`config.mk`:
```
export PLATFORM = sky130hd
export DESIGN_NAME = reaction_timer
export DESIGN_NICKNAME = d
export VERILOG_FILES = /design/src/rtl/reaction_timer.sv
export SDC_FILE = /design/constraint.sdc
export NUM_CORES = 1
export LEC_CHECK = 0
export BUFFER_PORTS_ARGS = -buffer_cell sky130_fd_sc_hd__buf_2
export CAP_MARGIN = 20
export CORE_MARGIN = 2
export CORE_UTILIZATION = 43
export CTS_BUF_LIST = sky130_fd_sc_hd__clkbuf_4
export CTS_CLUSTER_DIAMETER = 100
export DETAILED_ROUTE_END_ITERATION = 8
export PLACE_DENSITY_LB_ADDON = 0.25
export SYNTH_ARGS = -nofsm -noshare
export SYNTH_HDL_FRONTEND = slang
export SYNTH_SLANG_ARGS = --single-unit
```
`constraint.sdc`:
```
create_clock -name clk -period 7.3 [get_ports clk]
set_clock_uncertainty 0.05 [all_clocks]
set_input_delay 1.095 -clock clk [delete_from_list [all_inputs] [get_ports clk]]
set_output_delay 1.095 -clock clk [all_outputs]
set_load 0.02 [all_outputs]
```
`src/rtl/reaction_timer.sv`:
```
// Reaction timer: measures ms between lights_out and the first button press.
// Detects jump starts (press before lights_out) and timeouts (no press within MAX_MS).
// The result is held with valid=1 until the consumer acks it.
module reaction_timer #(
    parameter int TICK_DIV = 1000,  // clk cycles per 1 ms tick
    parameter int MAX_MS   = 9999   // saturation / timeout value in ms
) (
    input  logic        clk,
    input  logic        rst,
    input  logic        arm,
    input  logic        lights_out,
    input  logic        button,
    input  logic        ack,
    output logic [13:0] result_ms,
    output logic [15:0] result_bcd,
    output logic        valid,
    output logic        jump_start,
    output logic        timeout,
    output logic        busy
);

    typedef enum logic [1:0] {IDLE, ARMED, TIMING, DONE} state_t;

    localparam logic [15:0] PRESC_LAST = 16'(TICK_DIV - 1);
    localparam logic [13:0] MS_LAST    = 14'(MAX_MS - 1);

    state_t      state;
    logic [15:0] presc;
    logic [13:0] ms_cnt;
    logic [15:0] bcd_cnt;
    logic        btn_prev;
    logic        js_q;
    logic        to_q;
    logic        press;
    logic        tick;

    // Add one to a 4-digit BCD value, rippling the carry from the units digit up.
    function automatic logic [15:0] bcd_inc(input logic [15:0] v);
        logic [15:0] r;
        logic        carry;
        r     = v;
        carry = 1'b1;
        for (int i = 0; i < 4; i++) begin
            if (carry) begin
                if (r[i*4 +: 4] == 4'd9) begin
                    r[i*4 +: 4] = 4'd0;
                end else begin
                    r[i*4 +: 4] = r[i*4 +: 4] + 4'd1;
                    carry       = 1'b0;
                end
            end
        end
        return r;
    endfunction

    // A press is a rising edge only; a held button never re-triggers.
    assign press = button & ~btn_prev;
    assign tick  = (presc == PRESC_LAST);

    // Round FSM, prescaler and binary/BCD ms counters. The counters stop
    // once DONE is reached, so they double as the held result.
    always_ff @(posedge clk or posedge rst) begin
        if (rst) begin
            state    <= IDLE;
            presc    <= '0;
            ms_cnt   <= '0;
            bcd_cnt  <= '0;
            btn_prev <= 1'b0;
            js_q     <= 1'b0;
            to_q     <= 1'b0;
        end else begin
            btn_prev <= button;
            case (state)
                IDLE: begin
                    if (arm) begin
                        state   <= ARMED;
                        presc   <= '0;
                        ms_cnt  <= '0;
                        bcd_cnt <= '0;
                        js_q    <= 1'b0;
                        to_q    <= 1'b0;
                    end
                end
                ARMED: begin
                    // press wins over a coincident lights_out: jump start, result 0
                    if (press) begin
                        state <= DONE;
                        js_q  <= 1'b1;
                    end else if (lights_out) begin
                        state  <= TIMING;
                        presc  <= '0;
                        ms_cnt <= '0;
                    end
                end
                TIMING: begin
                    // a press freezes the count; a wrap in the same cycle is dropped
                    if (press) begin
                        state <= DONE;
                    end else if (tick) begin
                        presc   <= '0;
                        ms_cnt  <= ms_cnt + 14'd1;
                        bcd_cnt <= bcd_inc(bcd_cnt);
                        if (ms_cnt == MS_LAST) begin
                            state <= DONE;
                            to_q  <= 1'b1;
                        end
                    end else begin
                        presc <= presc + 16'd1;
                    end
                end
                DONE: begin
                    if (ack) begin
                        if (arm) begin
                            state   <= ARMED;
                            presc   <= '0;
                            ms_cnt  <= '0;
                            bcd_cnt <= '0;
                            js_q    <= 1'b0;
                            to_q    <= 1'b0;
                        end else begin
                            state <= IDLE;
                        end
                    end
                end
                default: state <= IDLE;
            endcase
        end
    end

    // Moore outputs: decoded from the state register and held counters only.
    assign result_ms  = ms_cnt;
    assign result_bcd = bcd_cnt;
    assign jump_start = js_q;
    assign timeout    = to_q;
    assign valid      = (state == DONE);
    assign busy       = (state == ARMED) || (state == TIMING);

endmodule

```
# After elaboration in Yosys (flattened, before gate mapping)
# Cells that the tools add are included.
dict set report word_totals {
  register_bits 51
  input_bits 6
  out_inout_bits 34
  elab_cells 113
}
dict set report classes {
  addsub 6
  n_eq_ne 23
  mux 59
  n_bitwise 2
  n_reduce_logical 13
}
# op count
set op_table {}
lappend op_table {{two-way mux 16 bit} 10}
lappend op_table {{two-way mux 14 bit} 6}
lappend op_table {{case mux 16 bit (4 select lines)} 1}
lappend op_table {{case mux 14 bit (4 select lines)} 1}
lappend op_table {{case mux 16 bit (3 select lines)} 1}
lappend op_table {{AND reduction 5 bit} 6}
lappend op_table {{two-way mux 4 bit} 7}
lappend op_table {{two-way mux 1 bit} 23}
lappend op_table {{inequality test 2 bit, second input constant} 11}
lappend op_table {{adder 16 x 1 -> 16 bit, second input constant} 1}
lappend op_table {{adder 4 x 1 -> 4 bit, second input constant} 4}
lappend op_table {{== test 16 x 10 -> 1 bit, second input constant} 1}
lappend op_table {{== test 4 bit, second input constant} 4}
lappend op_table {{adder 14 x 1 -> 14 bit, second input constant} 1}
lappend op_table {{== test 14 bit, second input constant} 1}
lappend op_table {{two-way mux 2 bit} 7}
lappend op_table {{inequality test 3 bit, second input constant} 3}
lappend op_table {{case mux 2 bit (4 select lines)} 1}
lappend op_table {{AND reduction 4 bit} 2}
lappend op_table {{case mux 1 bit (3 select lines)} 2}
lappend op_table {{nonzero test 3 bit} 2}
lappend op_table {{== test 2 bit, second input constant} 2}
lappend op_table {{AND reduction 3 bit} 1}
lappend op_table {{== test 2 x 1 -> 1 bit, second input constant} 1}
lappend op_table {{4 further kinds} 4}

# Depth between registers and ports, before layout
# Gate-level depths: netlist of the first run.
dict set report logic_depth {
  word_depth 17
  ltp_mapped 8
  depth_no_buf 7
}

# Worst setup path before layout of the first run
# Ideal clock, no wire load.
dict set report synth_timing {
  path_type {in2reg}
  startpoint {input port button}
  endpoint {register bcd_cnt[7] (netlist: result_bcd[7])}
  t_arrival_ns 2.725
  required_ns 7.181
  path_slack_ns 4.455
  stages 5
  path_cell_list {nor2b_1 a2111oi_2 nand3_1 or4_1 nand3_1}
}
dict set report synth_between {
  elab_chain_len 3
}
# element line
set synth_rtl {}
lappend synth_rtl {{from (decl)} 12} ;# input logic button,
lappend synth_rtl {{bitwise AND 1 bit} 57} ;# assign press = button & ~btn_prev;
lappend synth_rtl {{inequality test 2 bit (no line)} --}
lappend synth_rtl {{AND reduction 5 bit (no line)} --}
lappend synth_rtl {{to (signal assigned)} 102} ;# bcd_cnt <= bcd_inc(bcd_cnt);
lappend synth_rtl {{to (decl)} 30} ;# logic [15:0] bcd_cnt;
# Every way passes these cells.
# A chain may end at the register's enable or synchronous reset.

# Worst setup path in the final report of the first run
dict set report layout_timing {
  startpoint {register state[0]}
  endpoint {register bcd_cnt[7] (netlist: result_bcd[7])}
}
dict set report layout_between {
  elab_chain_len 3
}
# element line
set layout_rtl {}
lappend layout_rtl {{from (decl)} 27} ;# state_t state;
lappend layout_rtl {{from (signal assigned)} 64} ;# state <= IDLE;
lappend layout_rtl {{from (signal assigned)} 76} ;# state <= ARMED;
lappend layout_rtl {{from (signal assigned)} 87} ;# state <= DONE;
lappend layout_rtl {{== test 2 bit or logical NOT 2 bit (tied branches)} 73} ;# case (state)
lappend layout_rtl {{inequality test 2 bit (no line) or nonzero test 3 bit (tied branches)} --}
lappend layout_rtl {{AND reduction 5 bit (no line)} --}
# Several ways; a longest one is shown, not always the timed one.

==> results of run 1 <==
[worst paths after layout]
| path | from | endpoint | slack [ns] | cells after the start |
|---|---|---|---|---|
| min in group asynchronous | rst | result_bcd[14] | 0.67 | 2 |
| max in group asynchronous | rst | presc[11] | 5.99 | 3 |
| setup reg to reg | state[0] | result_bcd[7] | 3.93 | 7 |
| hold reg to reg | presc[5] | presc[5] | 0.51 | 1 |
| hold / removal | presc[5] | presc[5] | 0.51 | 1 |
| setup / recovery | state[0] | result_bcd[7] | 3.93 | 7 |
[power by group]
| group | leakage, uW | switching, uW | internal (uW) |
|---|---|---|---|
| Clock | 0.0000426 | 91.8 | 70.7 |
| Sequential | 0.000698 | 41.8 | 318 |
| Combinational | 0.000795 | 310 | 134 |
[registers in the layout, summed over array words and instances (netlist names)]
register,count
jump_start,1
presc,16
result_ms,14
state,2
btn_prev,1
result_bcd,16
timeout,1
[metrics by stage]
stage	utilization	cell area, um2	hold WS, ns
finish	0.501	3400	0.510
floorplan	-	3020	0.441
global route	0.501	3400	0.546
detailed placement	0.490	3330	0.479
CTS	0.501	3400	0.502
global placement	0.487	3310	0.472
[routing by layer]
layer | vias to the layer above | share of wire | GRT usage | wire [um]
met4 | 0 | 0.012 | 0.0573 | 82
met1 | 1283 | 0.47 | 0.279 | 3260
met2 | 81 | 0.47 | 0.315 | 3280
met5 | - | 0 | 0 | 0
met3 | 8 | 0.054 | 0.0339 | 379
li1 | 1348 | - | - | -
[kinds of logic (layout without fill, tap and decap cells)]
kind of cell	Yosys count	after routing	synth area share
simple gates	148	148	0.256
compound gates	95	95	0.212
flops	51	51	0.422
buf+inv	26	66	0.0339
fa+ha+maj	16	16	0.0662
mux	2	2	0.00703
xor+xnor	1	1	0.00290
[area by class of cell]
cell class | count | area share
multi-input combinational | 262 | 0.483
clock buffer | 5 | 0.0110
tap | 96 | 0.0353
inverter | 17 | 0.0187
timing repair buffer | 41 | 0.0654
clock inverter | 3 | 0.0114
sequential | 51 | 0.375
[placed cells by master (no fill, tap or decap), types with 6 or more instances in the layout]
master,Yosys,layout
or3_1,10,10
nand3_1,19,19
nor4_1,7,7
inv_1,17,16
a21oi_1,18,18
buf_2,1,39
nand2b_1,7,7
nor3_1,6,6
o31ai_1,10,10
nand2_1,42,42
ha_1,16,16
dfrtp_1,51,51
and3_1,6,6
o41ai_1,6,6
nor2_1,21,21
o21ai_0,32,32
or4_1,8,8
==> run summary, run 1 <==
DRT Pass-1 Iters = 4
cells along the critical path = inv_1 -> ha_1 -> nor2_1 -> a2111oi_2 -> nand3_1 -> or4_1 -> nand3_1
maxcap violations = 0
most numerous cell in the Yosys netlist = dfrtp_1
Setup Crit Path Kind = register to register
total power = 966 uW
Syn Nets = 361
Die H = 87.9 um
CP delay by family, top = simple AND/OR/NAND/NOR gates
WL final = 7.01 mm
top cells by area, synth = dfrtp_1, ha_1, o21ai_0, nand2_1, nand3_1
first-pass GRT wire length = 12.2 mm
fin cells = 475
fill count = 640
placed cells = 467
Setup crit end kind = register
worst-path maximum fanout = 24
Worst-Skew Late Latency = 0.37 ns
Setup crit start kind = register
Power Density = 284 mW/mm2
Starting Density = 0.445
status = finished clean
Reg clk slew, reported paths = 0.14 ns
Post-Syn Area per Cell = 8.92 um2
layout cell share with drive strength beyond 1 = 0.158
Worst-Margin Slew = 0.907 ns
pin count of the biggest net entering global routing = 31
# clock sinks = 51
Area Overhead vs Synth = 12.6%
CTS tree = built
FP Rows = 30
initial antenna violation count = 0
GR Overflow Total = 0
Worst path slowest cell = ha_1
gr usage total = 0.198
vias per std cell = 5.73
Post-synth EDFFs = 0
clock buffer depth = 2
min cycle time layout = 3.37 ns
io pins = 40
peak supply drop = 0.155 mV
worst setup margin = 3.93 ns
Die Footprint = 0.00772 mm2
WL per Instance = 14.8 um
Final Hold Vio Count = 0
Syn Inst Count = 339
most frequent CP cell = nand3_1
Die W = 87.9 um
via count = 2720
Reg area = 0.00128 mm2
FFs w/ async S/R, synth = 1.00
Core ar. = 0.00679 mm2
root buf cell = clkbuf_4
Synth cell types = 47
CTS Hold Bufs = 0
Ant. Diodes = 0
Post-synth top cells = dfrtp_1, nand2_1, o21ai_0
Max Freq = 297 MHz
TNS Setup = 0 ns
Static Leak = 0.00154 uW
ANT nets after route = 0
H-Tree Level Count = 2
WP data arrival = 3.63 ns
Seq/Total Area, Yosys = 0.422
CP bufs+invs = 1
Final setup viols = 0
number of global-route vias before repair = 2601
final RePlAce weighted congestion = 0.812
Yosys top cell by area = dfrtp_1
post-synth top area share = 0.422
First DRT Iteration DRCs = 116
total CTS buffers = 5
cts repair resizes = 0
RSZ-0062 raised after global routing = false
area of the multi-input gates = 0.00165 mm2
Hold Crit Class = register to register
post-synthesis register bit count = 51
post-CTS setup buffer count = 0
PortBufs = 39
Slew headroom = 0.395
Residual DRC = 0
# nets final = 400
max incr delay on CP = 0.78 ns
post-synthesis cell area = 0.00302 mm2
yosys warns = 0
pre-CTS WS = 3.97 ns
final-report max-slew violation count = 0
required time of the critical path = 7.56 ns
Most used DFF post-synth = dfrtp_1
Period Utilization, post-route = 0.461
post-detail-place hpwl = 5.06 mm
Note: power is estimated with default switching activity, not from simulation.
==> run 2: changes to the inputs <==
- clock period: 7.3 -> 3.2 ns (I/O delays scaled with it)
==> run summary, run 2 (synthesis results as in run 1) <==
ANT nets after route = 0
Ant. Diodes = 0
DRT Pass-1 Iters = 4
Worst Setup SP = presc[13]
CTS tree = built
Worst path slowest cell = or4_1
fill count = 655
root buf cell = clkbuf_4
fin area = 0.00340 mm2
total power = 2140 uW
post-detail-place hpwl = 4.93 mm
cell depth of the worst min-delay path = 1
FP Rows = 30
most frequent cells in the layout = dfrtp_1, nand2_1, buf_2
first-pass GRT wire length = 12.0 mm
Worst-Margin Slew = 0.773 ns
Reg2Reg Depth = 5
Die Footprint = 0.00772 mm2
via count = 2683
maxcap violations = 0
placed cells = 471
max incr delay on CP = 0.60 ns
WL final = 6.89 mm
required time of the critical path = 3.46 ns
Die W = 87.9 um
final-report max-slew violation count = 0
First DRT Iteration DRCs = 235
Setup crit end kind = register
worst r2r src = presc[13]
most common cell after layout, fill and taps aside = dfrtp_1
Residual DRC = 0
Final Hold Vio Count = 0
fin cells = 479
peak supply drop = 0.347 mV
Critical R2R Capture = result_ms[12]
initial antenna violation count = 0
Hold Path End = btn_prev
PortBufs = 39
Core ar. = 0.00679 mm2
vias per std cell = 5.60
Reg clk slew, reported paths = 0.15 ns
HP Start = button
worst-path maximum fanout = 12
Period Utilization, post-route = 0.848
io pins = 40
Setup crit start kind = register
Post-DP Area = 0.00335 mm2
Hold Crit Class = primary input to register
Static Leak = 0.00154 uW
Area Overhead vs Synth = 12.5%
Setup Crit Path Kind = register to register
Max Freq = 368 MHz
# nets final = 405
total CTS buffers = 5
R2R Setup Slk = 0.49 ns
layout cell share with drive strength beyond 1 = 0.164
cells along the critical path = or4_4 -> o41ai_4 -> o211ai_1 -> or4_1 -> nand2_1
status = finished clean
Die H = 87.9 um
# clock sinks = 51
Starting Density = 0.445
WL per Instance = 14.4 um
min cycle time layout = 2.71 ns
post-CTS setup buffer count = 0
CTS Hold Bufs = 1
number of global-route vias before repair = 2512
clock buffer depth = 2
Final setup viols = 0
pin count of the biggest net entering global routing = 36
gr usage total = 0.195
final RePlAce weighted congestion = 0.829
Power Density = 629 mW/mm2
H-Tree Level Count = 2
GR Overflow Total = 0
WP data arrival = 2.97 ns
RSZ-0062 raised after global routing = false
TNS Setup = 0 ns
cts repair resizes = 0
Slew headroom = 0.483
post-layout util = 0.501
Worst-Skew Late Latency = 0.37 ns
run 2: changes by cell type in the layout (fill, tap and decap cells not counted):
cell and delta:
bufinv_16 -1, buf_4 +5, buf_12 -1, dlygate4sd3_1 +1
run 2: power breakdown:
part	total [uW]	switching [uW]	internal, uW
clock	280	201	78.6
sequential	817	92.2	725
combinational	1040	713	331
run 2: metrics by stage:
step | hold slack, ns | setup WS [ns]
after floorplan | 0.441 | 0.719
final | 0.178 | 0.485
after detailed placement | 0.421 | 0.517
after CTS | 0.163 | 0.488
after global placement | 0.418 | 0.571
after global routing | 0.156 | 0.222
run 2: layout make-up:
cell class | instances | area, um2 | share of cell area
inverter | 17 | 63.8 | 0.0188
timing repair buffer | 46 | 250 | 0.0736
multi-input combinational | 262 | 1650 | 0.484
clock buffer | 5 | 37.5 | 0.0110
tap | 96 | 120 | 0.0353
clock inverter | 2 | 8.76 | 0.00257
sequential | 51 | 1280 | 0.375
run 2: layer usage:
| layer | wire (um) | global-route usage |
|---|---|---|
| met1 | 3360 | 0.279 |
| met2 | 3130 | 0.302 |
| met3 | 337 | 0.0396 |
| met4 | 64 | 0.0559 |
| met5 | 0 | 0 |
run 2: worst max path at each step:
stage                                 to
after floorplan            result_bcd[7]
after global placement     result_ms[12]
after detailed placement   result_ms[12]
after CTS                  result_ms[12]
after global routing      result_bcd[15]
final                      result_ms[12]
run 2: critical path, delay by kind of cell (launching register included):
kind               cells  cell delay [ns]
DFF                    1             0.43
AOI/OAI and AO/OA      2             0.92
and+or+nand+nor        3             1.25
